==> src/rtl/alu_pkg.sv <==
// rtl/alu_pkg.sv - shared ALU op codes and RV32 B-type funct3 values
// Contents:
//   alu_ctrl_codes : 4-bit ALU operation encoding shared by the ALU and its consumers
//   F3_*           : B-type branch funct3 encodings
package alu_pkg;

  typedef enum logic [3:0] {
    ALU_ADD  = 4'd0,
    ALU_SUB  = 4'd1,
    ALU_AND  = 4'd2,
    ALU_OR   = 4'd3,
    ALU_XOR  = 4'd4,
    ALU_SLL  = 4'd5,
    ALU_SRL  = 4'd6,
    ALU_SRS  = 4'd7,
    ALU_SLT  = 4'd8,
    ALU_USLT = 4'd9
  } alu_ctrl_codes;

  localparam logic [2:0] F3_BEQ  = 3'b000;
  localparam logic [2:0] F3_BNE  = 3'b001;
  localparam logic [2:0] F3_BLT  = 3'b100;
  localparam logic [2:0] F3_BGE  = 3'b101;
  localparam logic [2:0] F3_BLTU = 3'b110;
  localparam logic [2:0] F3_BGEU = 3'b111;

endpackage

==> src/rtl/branch_cond_decode.sv <==
// rtl/branch_cond_decode.sv - B-type funct3 to ALU compare op and taken-polarity decode
// Ports:
//   funct3_i    : branch funct3
//   alu_ctrl_o  : ALU op that performs the comparison
//   invert_o    : taken is the complement of the selected flag
//   use_zero_o  : select ALU zero flag (else result bit 0)
//   illegal_o   : funct3 is not a branch encoding
module branch_cond_decode
  import alu_pkg::*;
(
  input  logic [2:0] funct3_i,
  output logic [3:0] alu_ctrl_o,
  output logic       invert_o,
  output logic       use_zero_o,
  output logic       illegal_o
);

  always_comb begin
    alu_ctrl_o = ALU_ADD;
    invert_o   = 1'b0;
    use_zero_o = 1'b0;
    illegal_o  = 1'b0;
    case (funct3_i)
      F3_BEQ:  begin alu_ctrl_o = ALU_SUB;  use_zero_o = 1'b1; end
      F3_BNE:  begin alu_ctrl_o = ALU_SUB;  use_zero_o = 1'b1; invert_o = 1'b1; end
      F3_BLT:  begin alu_ctrl_o = ALU_SLT;  end
      F3_BGE:  begin alu_ctrl_o = ALU_SLT;  invert_o = 1'b1; end
      F3_BLTU: begin alu_ctrl_o = ALU_USLT; end
      F3_BGEU: begin alu_ctrl_o = ALU_USLT; invert_o = 1'b1; end
      default: begin illegal_o  = 1'b1; end
    endcase
  end

endmodule

==> src/rtl/branch_resolve_unit.sv <==
// rtl/branch_resolve_unit.sv - multi-cycle conditional branch resolver driving an external ALU
// Ports:
//   clk, rst                      : clock, synchronous active-high reset
//   in_*                          : branch request (valid/ready) with operands and prediction
//   alu_x/alu_y/alu_ctrl          : ALU drive from latched request
//   alu_f/alu_zero                : ALU result and zero flag
//   out_*                         : resolution response (valid/ready)
//   cnt_clr, branch_cnt, mispred_cnt : saturating statistics counters
module branch_resolve_unit
  import alu_pkg::*;
#(
  parameter int CNT_W = 16
) (
  input  logic             clk,
  input  logic             rst,
  input  logic             in_valid,
  output logic             in_ready,
  input  logic [2:0]       in_funct3,
  input  logic [31:0]      in_rs1,
  input  logic [31:0]      in_rs2,
  input  logic [31:0]      in_pc,
  input  logic [31:0]      in_imm,
  input  logic             in_pred_taken,
  input  logic [31:0]      in_pred_target,
  output logic [31:0]      alu_x,
  output logic [31:0]      alu_y,
  output logic [3:0]       alu_ctrl,
  input  logic [31:0]      alu_f,
  input  logic             alu_zero,
  output logic             out_valid,
  input  logic             out_ready,
  output logic             out_taken,
  output logic             out_mispredict,
  output logic [31:0]      out_redirect_pc,
  output logic             out_illegal,
  input  logic             cnt_clr,
  output logic [CNT_W-1:0] branch_cnt,
  output logic [CNT_W-1:0] mispred_cnt
);

  localparam logic [1:0] S_IDLE = 2'd0;
  localparam logic [1:0] S_EVAL = 2'd1;
  localparam logic [1:0] S_RESP = 2'd2;

  localparam logic [CNT_W-1:0] CNT_MAX = {CNT_W{1'b1}};

  logic [1:0]       state_q, state_d;
  logic [31:0]      rs1_q, rs2_q, pc_q, imm_q, pred_target_q;
  logic             pred_taken_q;
  logic [3:0]       ctrl_q;
  logic             invert_q, use_zero_q, illegal_q;
  logic             taken_q, mispred_q, illegal_out_q;
  logic [31:0]      redirect_q;
  logic [CNT_W-1:0] branch_cnt_q, branch_cnt_d;
  logic [CNT_W-1:0] mispred_cnt_q, mispred_cnt_d;

  logic [3:0]  dec_ctrl;
  logic        dec_invert, dec_use_zero, dec_illegal;
  logic        accept, eval;
  logic        cond, taken, mispred;
  logic [31:0] target, fallthrough, redirect;

  // Only bit 0 of the ALU result carries the SLT/USLT outcome.
  logic unused_alu_f;
  assign unused_alu_f = ^alu_f[31:1];

  // Decoding happens on the incoming funct3 so the latched ALU op is ADD
  // out of reset rather than whatever funct3 = 0 would decode to.
  branch_cond_decode u_decode (
    .funct3_i   (in_funct3),
    .alu_ctrl_o (dec_ctrl),
    .invert_o   (dec_invert),
    .use_zero_o (dec_use_zero),
    .illegal_o  (dec_illegal)
  );

  assign accept = (state_q == S_IDLE) && in_valid;
  assign eval   = (state_q == S_EVAL);

  assign alu_x    = rs1_q;
  assign alu_y    = rs2_q;
  assign alu_ctrl = ctrl_q;

  assign cond        = use_zero_q ? alu_zero : alu_f[0];
  assign taken       = !illegal_q && (cond ^ invert_q);
  assign target      = pc_q + imm_q;
  assign fallthrough = pc_q + 32'd4;
  assign redirect    = taken ? target : fallthrough;
  assign mispred     = !illegal_q &&
                       ((taken != pred_taken_q) ||
                        (taken && pred_taken_q && (pred_target_q != target)));

  always_comb begin
    state_d = state_q;
    case (state_q)
      S_IDLE:  if (in_valid) state_d = S_EVAL;
      S_EVAL:  state_d = S_RESP;
      S_RESP:  if (out_ready) state_d = S_IDLE;
      default: state_d = S_IDLE;
    endcase
  end

  always_comb begin
    branch_cnt_d  = branch_cnt_q;
    mispred_cnt_d = mispred_cnt_q;
    if (cnt_clr) begin
      branch_cnt_d  = '0;
      mispred_cnt_d = '0;
    end else if (eval && !illegal_q) begin
      if (branch_cnt_q != CNT_MAX) branch_cnt_d = branch_cnt_q + CNT_W'(1);
      if (mispred && (mispred_cnt_q != CNT_MAX)) mispred_cnt_d = mispred_cnt_q + CNT_W'(1);
    end
  end

  always_ff @(posedge clk) begin
    if (rst) begin
      state_q       <= S_IDLE;
      rs1_q         <= '0;
      rs2_q         <= '0;
      pc_q          <= '0;
      imm_q         <= '0;
      pred_taken_q  <= 1'b0;
      pred_target_q <= '0;
      ctrl_q        <= ALU_ADD;
      invert_q      <= 1'b0;
      use_zero_q    <= 1'b0;
      illegal_q     <= 1'b0;
      taken_q       <= 1'b0;
      mispred_q     <= 1'b0;
      illegal_out_q <= 1'b0;
      redirect_q    <= '0;
      branch_cnt_q  <= '0;
      mispred_cnt_q <= '0;
    end else begin
      state_q       <= state_d;
      branch_cnt_q  <= branch_cnt_d;
      mispred_cnt_q <= mispred_cnt_d;
      if (accept) begin
        rs1_q         <= in_rs1;
        rs2_q         <= in_rs2;
        pc_q          <= in_pc;
        imm_q         <= in_imm;
        pred_taken_q  <= in_pred_taken;
        pred_target_q <= in_pred_target;
        ctrl_q        <= dec_ctrl;
        invert_q      <= dec_invert;
        use_zero_q    <= dec_use_zero;
        illegal_q     <= dec_illegal;
      end
      // Response registers only load in EVAL, so they stay frozen in RESP.
      if (eval) begin
        taken_q       <= taken;
        mispred_q     <= mispred;
        illegal_out_q <= illegal_q;
        redirect_q    <= redirect;
      end
    end
  end

  assign in_ready        = (state_q == S_IDLE);
  assign out_valid       = (state_q == S_RESP);
  assign out_taken       = taken_q;
  assign out_mispredict  = mispred_q;
  assign out_illegal     = illegal_out_q;
  assign out_redirect_pc = redirect_q;
  assign branch_cnt      = branch_cnt_q;
  assign mispred_cnt     = mispred_cnt_q;

endmodule

==> config.mk <==
export PLATFORM = sky130hd
export DESIGN_NAME = branch_resolve_unit
export DESIGN_NICKNAME = d
export VERILOG_FILES = /design/src/rtl/alu_pkg.sv /design/src/rtl/branch_cond_decode.sv /design/src/rtl/branch_resolve_unit.sv
export SDC_FILE = /design/constraint.sdc
export NUM_CORES = 1
export LEC_CHECK = 0
export CORE_MARGIN = 4
export CORE_UTILIZATION = 48
export DETAILED_ROUTE_END_ITERATION = 16
export PLACE_DENSITY_LB_ADDON = 0.12
export SYNTH_ARGS = -nofsm -noshare
export SYNTH_HDL_FRONTEND = slang
export SYNTH_SLANG_ARGS = --single-unit
==> constraint.sdc <==
create_clock -name clk -period 4.77 [get_ports clk]
set_input_delay 0.477 -clock clk [delete_from_list [all_inputs] [get_ports clk]]
set_output_delay 0.477 -clock clk [all_outputs]
set_load 0.01 [all_outputs]
==> run summary <==
The run finished with clean final reports. The kind of end point of the critical path was a flip-flop. Setup repair after global routing left no endpoint under its margin. Setup violations remaining at the end of the flow were counted as 0.

The post-layout net count is 2013, and the HPWL reported at the end of detailed placement is 26.5 mm. The die is 165 um tall. The hold-fix buffer count after cts is 0, and the total power is 5.27 mW. The number of max-cap violations is 0, and the TritonCTS sink count is 235. The finished cells cover 15900 sq um. For the final core area utilization, the log shows 65.5%. TritonCTS built the clock tree. The largest fanout on the critical path was 29.

Traced cell by cell, the critical path runs through ha_1 > fa_1 > a21o_1 > a221o_1 > a21o_2 > a21oi_4 > xnor2_1 > o22ai_1 > nor4_1 > nor4b_4 > and4_4 > o21bai_1 > and3_1. Once placement finished, the instance area stood at 14900 sq um. The final routed DRC violation total is 0. The post-CTS setup buffer count is 0, and the die area is 27100 sq um. For the worst setup path, the data required time is 5.21 ns. The tools report the total inserted antenna cells as 0.

The tools report the buffer cell driving the clock tree root as clkbuf_16. The library cells used most frequently in the layout, excluding fill and tap cells, are nand2_1, clkdlybuf4s50_1, a21oi_1. The async set-reset flop share out of synthesis came out at 0%. For the max-slew violation count, the log shows 0. After clock tree synthesis, the repair step resized 0 gates.

Compared with the post-synthesis result, the final layout area differs by 34.7%. Clock latency on the worst-skew pair, taken at its later pin, is 0.55 ns. In this run, synthesis inferred 0 flip-flops with an integrated enable.

Overall track demand over capacity in global routing: 25.5%. For the pre-CTS worst setup slack, the log shows 0.602 ns. In this run the deepest clock path goes through 3 buffers. The portion of the clock cycle consumed by the worst path in the final layout is 82.5%. Summed over all cells, the static leakage comes to 5.86 nW. Registers take 4700 sq um. After synthesis the netlist holds a flip-flop and latch count of 235. The switching power share of the total is 27.8%. The share of final-layout standard cells stronger than drive strength 1 is 4.96%, and the power per unit of standard cell area is 332 nW/um^2. The time the worst path needs with I/O delays and setup was 3.93 ns.

Library cell contributing the largest single delay on the critical path: and4_4. Global routing finished with a remaining overflow of 0. Worst ir drop on vdd: 0.279 mV. The first global-routing pass estimated 56.0 mm of wire. At the pin with the least slew margin, the transition time is 0.995 ns. The logs give 11800 sq um for the post-synthesis cell area and 0 for the post-route antenna net violation count.

For the final worst clock skew, the log shows 0.0178 ns. Using the TritonRoute via totals, the vias-per-cell ratio works out to 5.44. The logs give 40.9% for the fraction of power consumed by sequential logic and 2120 for the count of non-filler cells in the finished layout. Detailed routing inserted a total of 11500 vias.

The category of the critical setup timing path was flip-flop to flip-flop. The most common cell after layout, fill and taps aside is nand2_1. Based on the critical path, the design can be clocked at up to 254 MHz. The largest stage delay on the critical path came out at 0.45 ns. In this run, the combinational gates consume 17.7% of the power. The logs give 0.920 for the global placer's final weighted congestion and 2070 for the number of placed instances with taps included. The clock-pin slew on the worst setup and hold paths is 0.06 ns.

The number of H-tree levels is 1, and the slack of the critical path is 0.835 ns. For the via count of the first global-routing pass, the log shows 10600. The run gives 0 ns as the sum of negative setup slack.

Kind of start point of the critical path: a flip-flop. The count of standard-cell rows was 57; the floorplan die width was 165 um. Synthesis instantiated 75 different standard cells from the library.

For this run, the detailed router's first-pass iteration total came to 5. The initial utilization of the core area, before any placement, comes to 48.6%. For this block, the routed nets add up to 36.2 mm of wire. The detailed-route wire length per cell came out at 17.1 um. Entering global routing, the biggest net connects 133 pins.

The tools report the sequential-to-total area share from yosys stat as 39.9%. The clock network burns 41.3% of the power. The count of final hold-check violations was 0.

The tools report the total CTS buffers as 27. For this run, the leading register cell type out of synthesis is dfxtp_1. The multi-input gate area in the final layout is 6610 sq um, and the data arrival time of the critical path is 4.38 ns. For the initial antenna violation count, the log shows 0. The tightest min-delay check is of the primary input to flip-flop type.

The count of yosys warnings during synthesis was 0; the number of input and output port buffers inserted was 305. Hold timing on the final database bottoms out at a slack of 0.355 ns. Cell internal power was estimated by the tool at 3.80 mW. 339 I/O pins were placed.

In this run, the number of DRC markers left after iteration 0 of detailed routing was 982. The tools report the instance count of the mapped netlist as 1533. The run gives 2139 as the number of fill cells in the layout.

The area of the core was 24200 sq um; the reported net switching power was 1.47 mW. Headroom to the max-slew limit came out at 33.7%. A synthesized cell averages 7.68 sq um.
cell usage after synthesis, types with 5 or more instances:
cell type | count | share of area [%]
a211oi_1 | 13 | 0.83
a21o_1 | 8 | 0.51
a21oi_1 | 244 | 10
a31oi_1 | 7 | 0.37
and3_1 | 20 | 1.1
and4_1 | 7 | 0.52
buf_1 | 6 | 0.19
buf_2 | 10 | 0.42
clkbuf_1 | 83 | 2.6
dfxtp_1 | 235 | 40
ha_1 | 35 | 3.7
inv_1 | 11 | 0.35
mux2i_1 | 6 | 0.51
nand2_1 | 428 | 14
nand2b_1 | 11 | 0.58
nand3_1 | 42 | 1.8
nand4_1 | 17 | 0.90
nor2_1 | 74 | 2.4
nor2b_1 | 6 | 0.32
nor3_1 | 9 | 0.38
nor4_1 | 5 | 0.27
o211ai_1 | 20 | 1.3
o21a_1 | 7 | 0.45
o21ai_0 | 23 | 0.98
o31ai_1 | 13 | 0.83
or3_1 | 5 | 0.27
or4_1 | 11 | 0.70
xnor2_1 | 55 | 4.1
xor2_1 | 47 | 3.5
cell families after synthesis:
logic type / after synthesis / share of synthesized area (%)
simple gates: 652 / 24.1
compound gates: 381 / 19.2
flops: 235 / 39.9
buf+inv: 117 / 4.16
xor+xnor: 105 / 8.18
fa+ha+maj: 36 / 3.89
mux: 6 / 0.510
other cells: 1 / 0.0318
worst paths after layout:
check | end | slack [ns] | cells past startpoint | start
hold / removal | out_redirect_pc[28] | 0.36 | 2 | rst
setup reg to reg | mispred_cnt[14] | 0.84 | 13 | imm_q[0]
setup / recovery | mispred_cnt[14] | 0.84 | 13 | imm_q[0]
hold reg to reg | alu_ctrl[0] | 0.45 | 2 | alu_ctrl[0]
cell type report:
cell class	count	area share, %
clock buffer	30	4.45
multi-input combinational	1182	41.7
timing repair buffer	318	19.9
clock inverter	20	1.51
sequential	235	29.6
inverter	11	0.260
tap	324	2.55
worst max-delay path, delay by kind of cell (launching register included):
family / cells / cell delay (ns)
AO/OA/AOI/OAI: 6 / 1.28
flip-flops: 1 / 0.32
AND/OR/NAND/NOR: 4 / 1.31
adder cells (fa/ha/maj): 2 / 0.63
XOR/XNOR: 1 / 0.26
sequential cells by signal, indices dropped and copies added (netlist names), 16 cells and up:
| signal | cells |
|---|---|
| imm_q | 32 |
| mispred_cnt | 16 |
| pc_q | 32 |
| pred_target_q | 32 |
| alu_y | 32 |
| out_redirect_pc | 32 |
| branch_cnt | 16 |
| alu_x | 32 |
metal layers:
layer  up-vias  routed length (um)  GRT usage, %
li1       5731                   -             -
met1      5371               16200          35.1
met2       383               16200          40.8
met3        46                3110          6.26
met4         0                 690          5.22
met5         -                   0             0
power by group through the flow:
stage / sequential [mW] / clock [mW] / combinational (mW)
final: 2.16 / 2.18 / 0.935
after global routing: 2.17 / 2.29 / 1.02
after CTS: 2.16 / 2.22 / 0.933
after detailed placement: 2.20 / 0 / 0.927
after global placement: 2.19 / 0 / 0.919
after floorplan: 2.20 / 0 / 0.509
Power figures use the tool's default switching activity.
